**src/rtl/mem_port_arbiter.sv**
```systemverilog
// Two-port (fetch / load-store) arbiter in front of one single-port, fixed-latency memory.
// Round-robin on ties, one transaction in flight, registered read data and one-cycle acks.
module mem_port_arbiter #(
   parameter int MEM_LAT = 1,
   parameter int AW      = 32,
   parameter int DW      = 32
) (
   input  logic          clk,
   input  logic          rst,
   input  logic          i_req,
   input  logic [AW-1:0] i_addr,
   output logic          i_ack,
   output logic [DW-1:0] i_rdata,
   input  logic          d_req,
   input  logic          d_we,
   input  logic [AW-1:0] d_addr,
   input  logic [DW-1:0] d_wdata,
   output logic          d_ack,
   output logic [DW-1:0] d_rdata,
   output logic          m_en,
   output logic          m_we,
   output logic [AW-1:0] m_addr,
   output logic [DW-1:0] m_wdata,
   input  logic [DW-1:0] m_rdata,
   output logic          busy,
   output logic          grant
);

   typedef enum logic [1:0] {
      ST_IDLE  = 2'd0,
      ST_ISSUE = 2'd1,
      ST_WAIT  = 2'd2,
      ST_RESP  = 2'd3
   } state_t;

   localparam logic [3:0] LAT_LD = 4'(MEM_LAT);

   state_t        r_state;
   logic          r_grant;
   logic          r_we;
   logic [3:0]    r_cnt;
   logic          r_m_en;
   logic          r_m_we;
   logic [AW-1:0] r_m_addr;
   logic [DW-1:0] r_m_wdata;
   logic          r_i_ack;
   logic          r_d_ack;
   logic [DW-1:0] r_i_rdata;
   logic [DW-1:0] r_d_rdata;
   logic          r_busy;

   state_t        w_state_nxt;
   logic          w_grant_nxt;
   logic          w_we_nxt;
   logic [3:0]    w_cnt_nxt;
   logic          w_m_en_nxt;
   logic          w_m_we_nxt;
   logic [AW-1:0] w_m_addr_nxt;
   logic [DW-1:0] w_m_wdata_nxt;
   logic          w_i_ack_nxt;
   logic          w_d_ack_nxt;
   logic [DW-1:0] w_i_rdata_nxt;
   logic [DW-1:0] w_d_rdata_nxt;
   logic          w_busy_nxt;
   logic          w_win_d;

   // D wins when alone, or on a tie when I owned the last transaction.
   assign w_win_d = d_req & (~i_req | ~r_grant);

   // State register and registered outputs.
   always_ff @(posedge clk) begin
      if (rst) begin
         r_state   <= ST_IDLE;
         r_grant   <= 1'b1;
         r_we      <= 1'b0;
         r_cnt     <= 4'd0;
         r_m_en    <= 1'b0;
         r_m_we    <= 1'b0;
         r_m_addr  <= '0;
         r_m_wdata <= '0;
         r_i_ack   <= 1'b0;
         r_d_ack   <= 1'b0;
         r_i_rdata <= '0;
         r_d_rdata <= '0;
         r_busy    <= 1'b0;
      end else begin
         r_state   <= w_state_nxt;
         r_grant   <= w_grant_nxt;
         r_we      <= w_we_nxt;
         r_cnt     <= w_cnt_nxt;
         r_m_en    <= w_m_en_nxt;
         r_m_we    <= w_m_we_nxt;
         r_m_addr  <= w_m_addr_nxt;
         r_m_wdata <= w_m_wdata_nxt;
         r_i_ack   <= w_i_ack_nxt;
         r_d_ack   <= w_d_ack_nxt;
         r_i_rdata <= w_i_rdata_nxt;
         r_d_rdata <= w_d_rdata_nxt;
         r_busy    <= w_busy_nxt;
      end
   end

   // Next-state and next-output logic.
   always_comb begin
      w_state_nxt   = r_state;
      w_grant_nxt   = r_grant;
      w_we_nxt      = r_we;
      w_cnt_nxt     = r_cnt;
      w_m_en_nxt    = 1'b0;
      w_m_we_nxt    = 1'b0;
      w_m_addr_nxt  = r_m_addr;
      w_m_wdata_nxt = r_m_wdata;
      w_i_ack_nxt   = 1'b0;
      w_d_ack_nxt   = 1'b0;
      w_i_rdata_nxt = r_i_rdata;
      w_d_rdata_nxt = r_d_rdata;
      case (r_state)
         ST_IDLE: begin
            if (i_req | d_req) begin
               w_state_nxt = ST_ISSUE;
               w_grant_nxt = w_win_d;
               w_m_en_nxt  = 1'b1;
               if (w_win_d) begin
                  w_we_nxt      = d_we;
                  w_m_we_nxt    = d_we;
                  w_m_addr_nxt  = d_addr;
                  w_m_wdata_nxt = d_wdata;
               end else begin
                  w_we_nxt     = 1'b0;
                  w_m_addr_nxt = i_addr;
               end
            end else begin
               w_state_nxt = ST_IDLE;
            end
         end
         ST_ISSUE: begin
            w_cnt_nxt   = LAT_LD;
            w_state_nxt = ST_WAIT;
         end
         ST_WAIT: begin
            w_cnt_nxt = r_cnt - 4'd1;
            // Last wait cycle: m_rdata is valid now, ack goes out next cycle.
            if (r_cnt == 4'd1) begin
               w_state_nxt = ST_RESP;
               w_i_ack_nxt = ~r_grant;
               w_d_ack_nxt = r_grant;
               if (r_we) begin
                  w_d_rdata_nxt = r_d_rdata;
               end else if (r_grant) begin
                  w_d_rdata_nxt = m_rdata;
               end else begin
                  w_i_rdata_nxt = m_rdata;
               end
            end else begin
               w_state_nxt = ST_WAIT;
            end
         end
         ST_RESP: begin
            w_state_nxt = ST_IDLE;
         end
         default: begin
            w_state_nxt = ST_IDLE;
         end
      endcase
      w_busy_nxt = (w_state_nxt != ST_IDLE);
   end

   assign i_ack   = r_i_ack;
   assign d_ack   = r_d_ack;
   assign i_rdata = r_i_rdata;
   assign d_rdata = r_d_rdata;
   assign m_en    = r_m_en;
   assign m_we    = r_m_we;
   assign m_addr  = r_m_addr;
   assign m_wdata = r_m_wdata;
   assign busy    = r_busy;
   assign grant   = r_grant;

endmodule

```
**config.mk**
```make
export PLATFORM = sky130hd
export DESIGN_NAME = mem_port_arbiter
export DESIGN_NICKNAME = d
export VERILOG_FILES = /design/src/rtl/mem_port_arbiter.sv
export SDC_FILE = /design/constraint.sdc
export NUM_CORES = 1
export LEC_CHECK = 0
export CAP_MARGIN = 20
export CORE_ASPECT_RATIO = 0.9
export CORE_MARGIN = 1.5
export CORE_UTILIZATION = 35
export CTS_BUF_LIST = sky130_fd_sc_hd__clkbuf_8
export DETAILED_ROUTE_END_ITERATION = 10
export GPL_TIMING_DRIVEN = 0
export HOLD_SLACK_MARGIN = 0.08
export PLACE_DENSITY_LB_ADDON = 0.1
export RECOVER_POWER = 100
export SLEW_MARGIN = 5
export SYNTH_ARGS = -nofsm -noshare
export SYNTH_HDL_FRONTEND = slang
export SYNTH_SLANG_ARGS = --single-unit
```
**constraint.sdc**
```tcl
create_clock -name clk -period 3 [get_ports clk]
set_input_delay 0.6 -clock clk [delete_from_list [all_inputs] [get_ports clk]]
set_output_delay 0.6 -clock clk [all_outputs]
set_load 0.01 [all_outputs]
```
* Word-level counts from Yosys, hierarchy flattened *
Cells that the tools add are included.
Widths: inputs -> output; s select.

operators by class
  add/subtract/negate cells = 1
  equal/unequal tests = 4
  multiplexer cells = 7
  bitwise operators = 10
  reduce and logical (&&, ||, !) cells = 10

operators with widths
  operator             number
  $mux 32              1
  $pmux 2 s4           1
  $pmux 4 s2           1
  $reduce_and 4->1     2
  $not 1->1            7
  $reduce_or 3->1      2
  $eq 2x2->1 const B   2
  $eq 4x1->1 const B   1
  $mux 1               4
  $reduce_bool 2->1    2
  $sub 4x1->4 const B  1
  $reduce_and 3->1     1
  $eq 2x1->1 const B   1
  $logic_not 2->1      1
  $or 1x1->1           2
  $reduce_and 2->1     1
  $reduce_or 2->1      1
  $and 1x1->1          1

storage, ports and cells
  bits in registers = 141
  input port bits = 133
  output and inout bits = 134
  logic and storage cells = 45

* Logic depth before layout (Yosys ltp) *
Gate-level depths: netlist of the first run.

  word-level depth = 4
  depth in mapped cells = 7
  depth with buffers taken out = 5

* Worst setup path after synthesis of the first run *
Ideal clock, no wire load.

  path kind = input-to-reg
  from = input port rst
  to = register r_i_ack, in the netlist i_ack
  setup time = 0.130 ns
  arrival time = 1.599 ns
  data required time = 2.870 ns
  slack = 1.271 ns
  stages on the path = 5
  path buffers = 4
  cell sequence = clkbuf_1 clkbuf_1 buf_2 buf_1 nor3_1

on the way
  cells in the longest elaborated chain, start to end = 1

ends and longest elaborated chain
  what                       RTL line  source
  start, declared            9         input logic rst,
  $reduce_or 3->1 (no line)  -
  end signal, assigned       95        r_i_ack <= w_i_ack_nxt;
  end, declared              46        logic r_i_ack;

Every way passes these cells.
A chain may end at the register's enable or synchronous reset.

* Worst setup path in the final report of the first run *
  from = input port i_req
  to = register r_m_addr[8], in the netlist m_addr[8]

on the way
  cells in the longest elaborated chain, start to end = 4
  elaborated cells on any way between the ends = 6
  classes of those cells = mux: 1; bitwise: 4; reduce/logical: 1

ends and longest elaborated chain
  what                  RTL line  source
  start, declared       10        input logic i_req,
  $not 1->1             68        assign w_win_d = d_req & (~i_req | ~r_grant);
  $or 1x1->1            68
  $and 1x1->1           68
  $mux 32               123       if (w_win_d) begin
  end signal, assigned  93        r_m_addr <= w_m_addr_nxt;
  end, declared         44        logic [AW-1:0] r_m_addr;

Parallel ways exist; a longest one is shown, timed or not.

==> results of run 1 <==
registers in the layout, summed over array words and instances (netlist names):
signal / flops
busy: 1
d_ack: 1
d_rdata: 32
grant: 1
i_ack: 1
i_rdata: 32
m_addr: 32
m_en: 1
m_wdata: 32
m_we: 1
r_cnt: 4
r_state: 2
r_we: 1
where the power goes:
group | total (uW) | internal [uW] | switching, uW
clock network | 1690 | 966 | 721
logic | 1070 | 521 | 548
registers | 2090 | 2010 | 72.6
total | 4840 | 3500 | 1340
worst min-delay path, stage by stage, from the launching register on:
cell and delay [ns]:
dfxtp_1 0.31, nand2b_1 0.06, mux2i_1 0.05
routing by layer:
layer	global-route usage, %	vias to the layer above	share of wire, %
met2	34.59	202	48
met5	0	-	0
met1	24.14	2527	42
met4	6.749	0	1.4
met3	8.766	19	8.7
li1	-	2705	-
synthesized netlist by cell type:
master / n / area [um2]
clkbuf_1: 34 / 127.6
nor3_2: 1 / 10.01
dfxtp_1: 141 / 2823
buf_12: 3 / 60.06
a21oi_1: 68 / 340.3
o22ai_1: 1 / 6.260
buf_1: 8 / 30.03
nand3_1: 35 / 175.2
nor3_1: 1 / 5.000
buf_6: 1 / 11.26
o21ai_1: 1 / 5.000
a211oi_1: 32 / 240.2
buf_2: 7 / 35.03
nor3b_1: 1 / 7.510
a21bo_2: 1 / 10.01
nand4b_1: 1 / 8.760
ha_1: 5 / 62.56
o21ai_0: 36 / 180.2
or3b_1: 1 / 8.760
or3_1: 2 / 12.51
mux2i_1: 64 / 640.6
nand4bb_4: 1 / 27.53
a31oi_1: 1 / 6.260
o21a_1: 2 / 15.01
and3_1: 1 / 6.260
inv_1: 6 / 22.52
a21boi_1: 1 / 7.510
nor2b_1: 2 / 12.51
nand2_1: 35 / 131.4
nand2b_1: 96 / 600.6
nor2_1: 36 / 135.1
worst paths after layout:
check	end	cells after the start	slack, ns
max	m_addr[8]$_SDFFE_PP0P_	5	0.58
min reg2reg	i_rdata[18]$_SDFFE_PP0P_	2	0.47
min	i_rdata[18]$_SDFFE_PP0P_	2	0.47
max reg2reg	i_rdata[3]$_SDFFE_PP0P_	6	0.66
through the flow:
stage	cells	hold WS, ns	cell area (um2)	worst slack [ns]	utilization [%]
2_1_floorplan	625	0.4575	5764	1.271	-
3_3_place_gp	1097	0.4593	8676	0.5094	53.79
3_5_place_dp	1097	0.4639	8676	0.4547	53.79
4_1_cts	1128	0.4745	9116	0.7812	56.52
5_1_grt	1129	0.4942	9039	0.4049	56.03
6_report	1129	0.4678	9039	0.5835	56.03
cells by family after synthesis:
family	synth area share, %
buffers and inverters	4.971
AND/OR/NAND/NOR	19.80
adder cells (fa/ha/maj)	1.085
multiplexers	11.11
AO/OA/AOI/OAI	14.07
flip-flops	48.97
area by class of cell:
type                            count  area (um2)
Clock inverter                     11       165.2
Buffer                             53       205.2
Multi-Input combinational cell    425        2634
Timing Repair Buffer              265        2653
Tap cell                          207       259.0
Clock buffer                       20       275.3
Inverter                            6       22.52
Antenna cell                        1       2.502
Sequential cell                   141        2823
Fill cell                        1421        7092
==> impl_summary.log, run 1 <==
[metrics] slew margin rel.: a little over a third
[metrics] Routed Antenna Nets: 0
[metrics] count of input and output buffers: ~270
[metrics] pin count of the biggest net entering global routing: 17
[metrics] maximum level of the CTS H-tree: 4
[metrics] RSZ-0062 raised after global routing: false
[metrics] number of buffers inserted by post-CTS setup repair: 0
[metrics] floorplan die area: 17250 um2
[metrics] number of library cell types mapped by synthesis: 31
[metrics] TNS Setup: 0 ns
[metrics] Hold Path Origin: i_rdata[18]$_SDFFE_PP0P_
[metrics] core region area: 16130 um2
[metrics] critical path cell sequence: dlygate4sd3_1, o21ai_0, clkbuf_1, a21oi_1, a211oi_1
[metrics] initial antenna violation count: 1
[metrics] kind of path behind the tightest hold check: flip-flop to flip-flop
[metrics] CP max FO: 10
[metrics] total gr overflow: 0
[metrics] clock tree from TritonCTS: done
[metrics] count of synthesis-stage warnings from yosys: 0
[metrics] Sinks on Clock Net: ~140
[metrics] r2r startpoint: r_state[0]$_SDFF_PP0_
[metrics] DP Wirelength: 13.61 mm
[metrics] # setup viols final: 0
[metrics] via count: 5453
[metrics] pin slew with the least headroom to its limit: 0.9412 ns
[metrics] CTS buffer count: 17
[metrics] I/O pin cnt: about 270
[metrics] number of rows in the core area: 44
[metrics] CP Capture Type: flip-flop
[metrics] mean post-synth cell area: slightly above 9 um2
[metrics] final worst path period share: 80.55%
[metrics] most used cells in the layout excluding fill and tap cells: dfxtp_1 (141), dlygate4sd3_1 (135), clkdlybuf4s50_1 (130)
[metrics] CP Data Required Time: roughly 3.4 ns
[metrics] most common cell after layout, fill and taps aside: dfxtp_1
[metrics] data arrival time of the critical path: 2.76 ns
[metrics] register clock-pin slew on the reported worst setup and hold paths: ~0.07 ns
[metrics] global placer's final weighted congestion: 0.7739
[metrics] CP bufs+invs: 2
[metrics] Critical-path top delay cell: o21ai_0
[metrics] growth of design area from synthesis to finish: 56.80%
[metrics] final routed wire length divided by cell count: ~16 um
[metrics] Post-CTS Hold Fix Bufs: 0
[metrics] Period minus WS final: 2.417 ns
[metrics] Worst-Skew Late Latency: about 0.44 ns
[metrics] status: finished, final reports clean
[metrics] combined area of all synthesized cells: about 5800 um2
[metrics] Residual DRC: 0
[metrics] clock skew after layout: 0.008634 ns
[metrics] Overall Power: about 4800 uW
[metrics] CP top delay family: compound AO/OA/AOI/OAI gates
[metrics] Syn Nets: roughly 760
[metrics] delay of the slowest critical-path stage: ~0.77 ns
[metrics] Detailed Route WL: between 15 and 20 mm
[metrics] share of final-layout standard cells stronger than drive strength 1: 3.909%
[metrics] width of the die: approximately 140 um
[metrics] Bufs on Longest Clock Path: 2
[metrics] flop and latch count out of synthesis: roughly 140
[metrics] root buffer cell: clkbuf_8
[metrics] pins over their slew limit: 0
[metrics] final number of hold-violating endpoints: 0
[metrics] first-pass GRT wire length: 28.68 mm
[metrics] starting utilization of the core area: roughly 36%
[metrics] Pwr Density: around 540 nW/um2
[metrics] Die Y: approximately 120 um
[metrics] portion of the post-synthesis area used by sequential elements: 48.97%
[metrics] DRT iter0 DRCs: ~190
[metrics] cells after synthesis: roughly 630
[metrics] number of maximum-capacitance constraint violations: 0
[metrics] Crit Path Class: primary input to flip-flop
[metrics] peak ir drop on the vdd network: roughly 0.0003 V
[metrics] launch point of the critical path: i_req
[metrics] leakage component of the power: roughly 0.0038 uW
[metrics] post-cts resize count: 0
[metrics] Pre-Repair DR Iteration Count: 4
[metrics] number of global-route vias before repair: between 5000 and 6000
[metrics] post-detailed-route via-to-cell ratio: 4.830
[metrics] highest attainable clock frequency: roughly 410 MHz
[metrics] final-stage net count: between 1000 and 1500
[metrics] category of the worst setup path launch point: primary input
[metrics] total global-route track usage: between 20% and 30%
Note: power is estimated with default switching activity, not from simulation.
==> run 2, diff against run 1 <==
clock period = 2.2 ns   (was 3 ns; I/O delays follow)
==> impl_summary.log, run 2 (synthesis results as in run 1) <==
[metrics] status: finished, final reports clean
[metrics] Crit Path Class: flip-flop to output pin
[metrics] Comb pwr share: 22.3% (+0.2 points)
[metrics] Pwr Density: 728.3 nW/um2 (+36%)
[metrics] CP bufs+invs: 1 (-1)
[metrics] Critical-path top delay cell: clkdlybuf4s50_1
[metrics] pin slew with the least headroom to its limit: 0.5411 ns (-0.4001 ns)
[metrics] Residual DRC: 0 (unchanged)
[metrics] slew margin rel.: 63.93% (+27 points)
[metrics] final-stage net count: 1047 (unchanged)
[metrics] CP max FO: 8 (-2)
[metrics] Die Y: 124.7 um (unchanged)
[metrics] FILL cells: 1414 (-0.49%)
[metrics] Overall Power: 6615 uW (+37%)
[metrics] count of input and output buffers: 265 (unchanged)
[metrics] clock power share: 34.7% (about the same)
[metrics] register clock-pin slew on the reported worst setup and hold paths: 0.08 ns (about the same)
[metrics] switching power of the nets: 1830 uW (+36%)
[metrics] I/O pin cnt: 267 (unchanged)
[metrics] post-detailed-route via-to-cell ratio: 4.857 (+0.55%)
[metrics] highest attainable clock frequency: 480.0 MHz
[metrics] number of rows in the core area: 44 (unchanged)
[metrics] CTS buffer count: 17 (unchanged)
[metrics] Worst-Skew Late Latency: 0.44 ns (about the same)
[metrics] final number of hold-violating endpoints: 0 (unchanged)
[metrics] number of maximum-capacitance constraint violations: 0 (unchanged)
[metrics] share of power burned in registers: 43.0% (about the same)
[metrics] Bufs on Longest Clock Path: 2 (unchanged)
[metrics] # setup viols final: 0 (unchanged)
[metrics] maximum level of the CTS H-tree: 4 (unchanged)
[metrics] Period minus WS final: 2.083 ns
[metrics] Detailed Route WL: 17.86 mm (-0.39%)
[metrics] most used cells in the layout excluding fill and tap cells: dfxtp_1 (141), dlygate4sd3_1 (134), clkdlybuf4s50_1 (131)
[metrics] most common cell after layout, fill and taps aside: dfxtp_1
[metrics] CP Data Required Time: 1.76 ns (-1.59 ns)
[metrics] DRT iter0 DRCs: 195 (+3.2%)
[metrics] Sinks on Clock Net: 141 (unchanged)
[metrics] area of placed instances: 8676 um2 (unchanged)
[metrics] root buffer cell: clkbuf_8
[metrics] final routed wire length divided by cell count: 15.82 um (-0.39%)
[metrics] DP Wirelength: 13.61 mm (unchanged)
[metrics] initial antenna violation count: 1 (unchanged)
[metrics] pins over their slew limit: 0 (unchanged)
[metrics] growth of design area from synthesis to finish: 57.59%
[metrics] via count: 5483 (+0.55%)
[metrics] peak ir drop on the vdd network: 0.0004184 V (+37%)
[metrics] RSZ-0062 raised after global routing: false
[metrics] starting utilization of the core area: 35.74% (unchanged)
[metrics] data arrival time of the critical path: 1.64 ns (-1.12 ns)
[metrics] clock tree from TritonCTS: done
[metrics] pin count of the biggest net entering global routing: 17 (unchanged)
[metrics] cell area after layout: 9084 um2 (+0.50%)
[metrics] critical path cell sequence: clkdlybuf4s50_1
[metrics] CP top delay family: buffers and inverters
[metrics] Routed Antenna Nets: 0 (unchanged)
[metrics] share of final-layout standard cells stronger than drive strength 1: 5.212% (+1.3 points)
[metrics] delay of the slowest critical-path stage: 0.67 ns (-0.10 ns)
[metrics] design internal power: 4785 uW (+37%)
[metrics] number of global-route vias before repair: 5648 (unchanged)
[metrics] final worst path period share: around 95%
[metrics] total gr overflow: 0 (unchanged)
[metrics] Post-CTS Hold Fix Bufs: 0 (unchanged)
[metrics] clock skew after layout: 0.006106 ns (-0.002527 ns)
[metrics] first-pass GRT wire length: 28.68 mm (unchanged)
[metrics] width of the die: 138.3 um (unchanged)
[metrics] floorplan die area: 17250 um2 (unchanged)
[metrics] category of the worst setup path launch point: flip-flop
[metrics] leakage component of the power: 0.003854 uW (+0.64%)
[metrics] total global-route track usage: 20.79% (unchanged)
[metrics] core region area: 16130 um2 (unchanged)
[metrics] Sw Ratio: 27.67% (-0.030 points)
[metrics] Pre-Repair DR Iteration Count: 4 (unchanged)
[metrics] global placer's final weighted congestion: 0.7739 (unchanged)
[metrics] CP Capture Type: output pin
[metrics] kind of path behind the tightest hold check: flip-flop to flip-flop
run 2: repair_timing:
item / in CTS / in global routing
setup endpoints to repair: 0 / 13
resized for setup: 0 / 12
buffers inserted: 0 / 0
run 2: metrics by stage:
step | util [%] | hold slack [ns] | TNS, ns | cells | setup WS (ns)
2_1_floorplan | - | 0.4575 | 0 | 625 | 0.5232
3_3_place_gp | 53.79 | 0.4593 | -4.413 | 1097 | -0.1306
3_5_place_dp | 53.79 | 0.4639 | -7.130 | 1097 | -0.1853
4_1_cts | 56.52 | 0.4745 | 0 | 1128 | 0.1228
5_1_grt | 56.31 | 0.4942 | 0 | 1129 | 0.003872
6_report | 56.31 | 0.4678 | 0 | 1129 | 0.1166
run 2: layout make-up:
class	count	area (um2)	area share, %
well taps	207	259.0	2.851
multi-input cells	425	2665	29.34
inverters	6	22.52	0.2479
clock buffers	20	275.3	3.030
repair buffers	265	2653	29.20
flip-flops and latches	141	2823	31.07
clock inverters	11	165.2	1.818
plain buffers	53	219.0	2.410
diodes	1	2.502	0.02755
run 2: power groups by stage:
| stage | Clock (uW) | Sequential [uW] | Combinational [uW] |
|---|---|---|---|
| 6_report | 2300 | 2850 | 1470 |
| 3_3_place_gp | 0 | 2900 | 1520 |
| 2_1_floorplan | 0 | 2980 | 654 |
| 3_5_place_dp | 0 | 2910 | 1550 |
| 5_1_grt | 2490 | 2870 | 1620 |
| 4_1_cts | 2360 | 2850 | 1560 |
run 2: path summary, 6_finish.rpt:
kind	startpoint	end	slack, ns	cells after the start
worst max-delay path	grant$_SDFFE_PP1P_	grant	0.12	1
worst min-delay path	i_rdata[18]$_SDFFE_PP0P_	i_rdata[18]$_SDFFE_PP0P_	0.47	2
worst max register to register	r_state[0]$_SDFF_PP0_	d_rdata[7]$_SDFFE_PP0P_	0.21	7
worst min register to register	i_rdata[18]$_SDFFE_PP0P_	i_rdata[18]$_SDFFE_PP0P_	0.47	2
run 2: per-layer routing:
metal / share of wire, % / GRT usage, % / vias to the layer above
met1: 42 / 24.14 / 2547
met3: 8.6 / 8.766 / 23
met2: 48 / 34.59 / 201
met5: 0 / 0 / -
li1: - / - / 2712
met4: 1.6 / 6.749 / 0
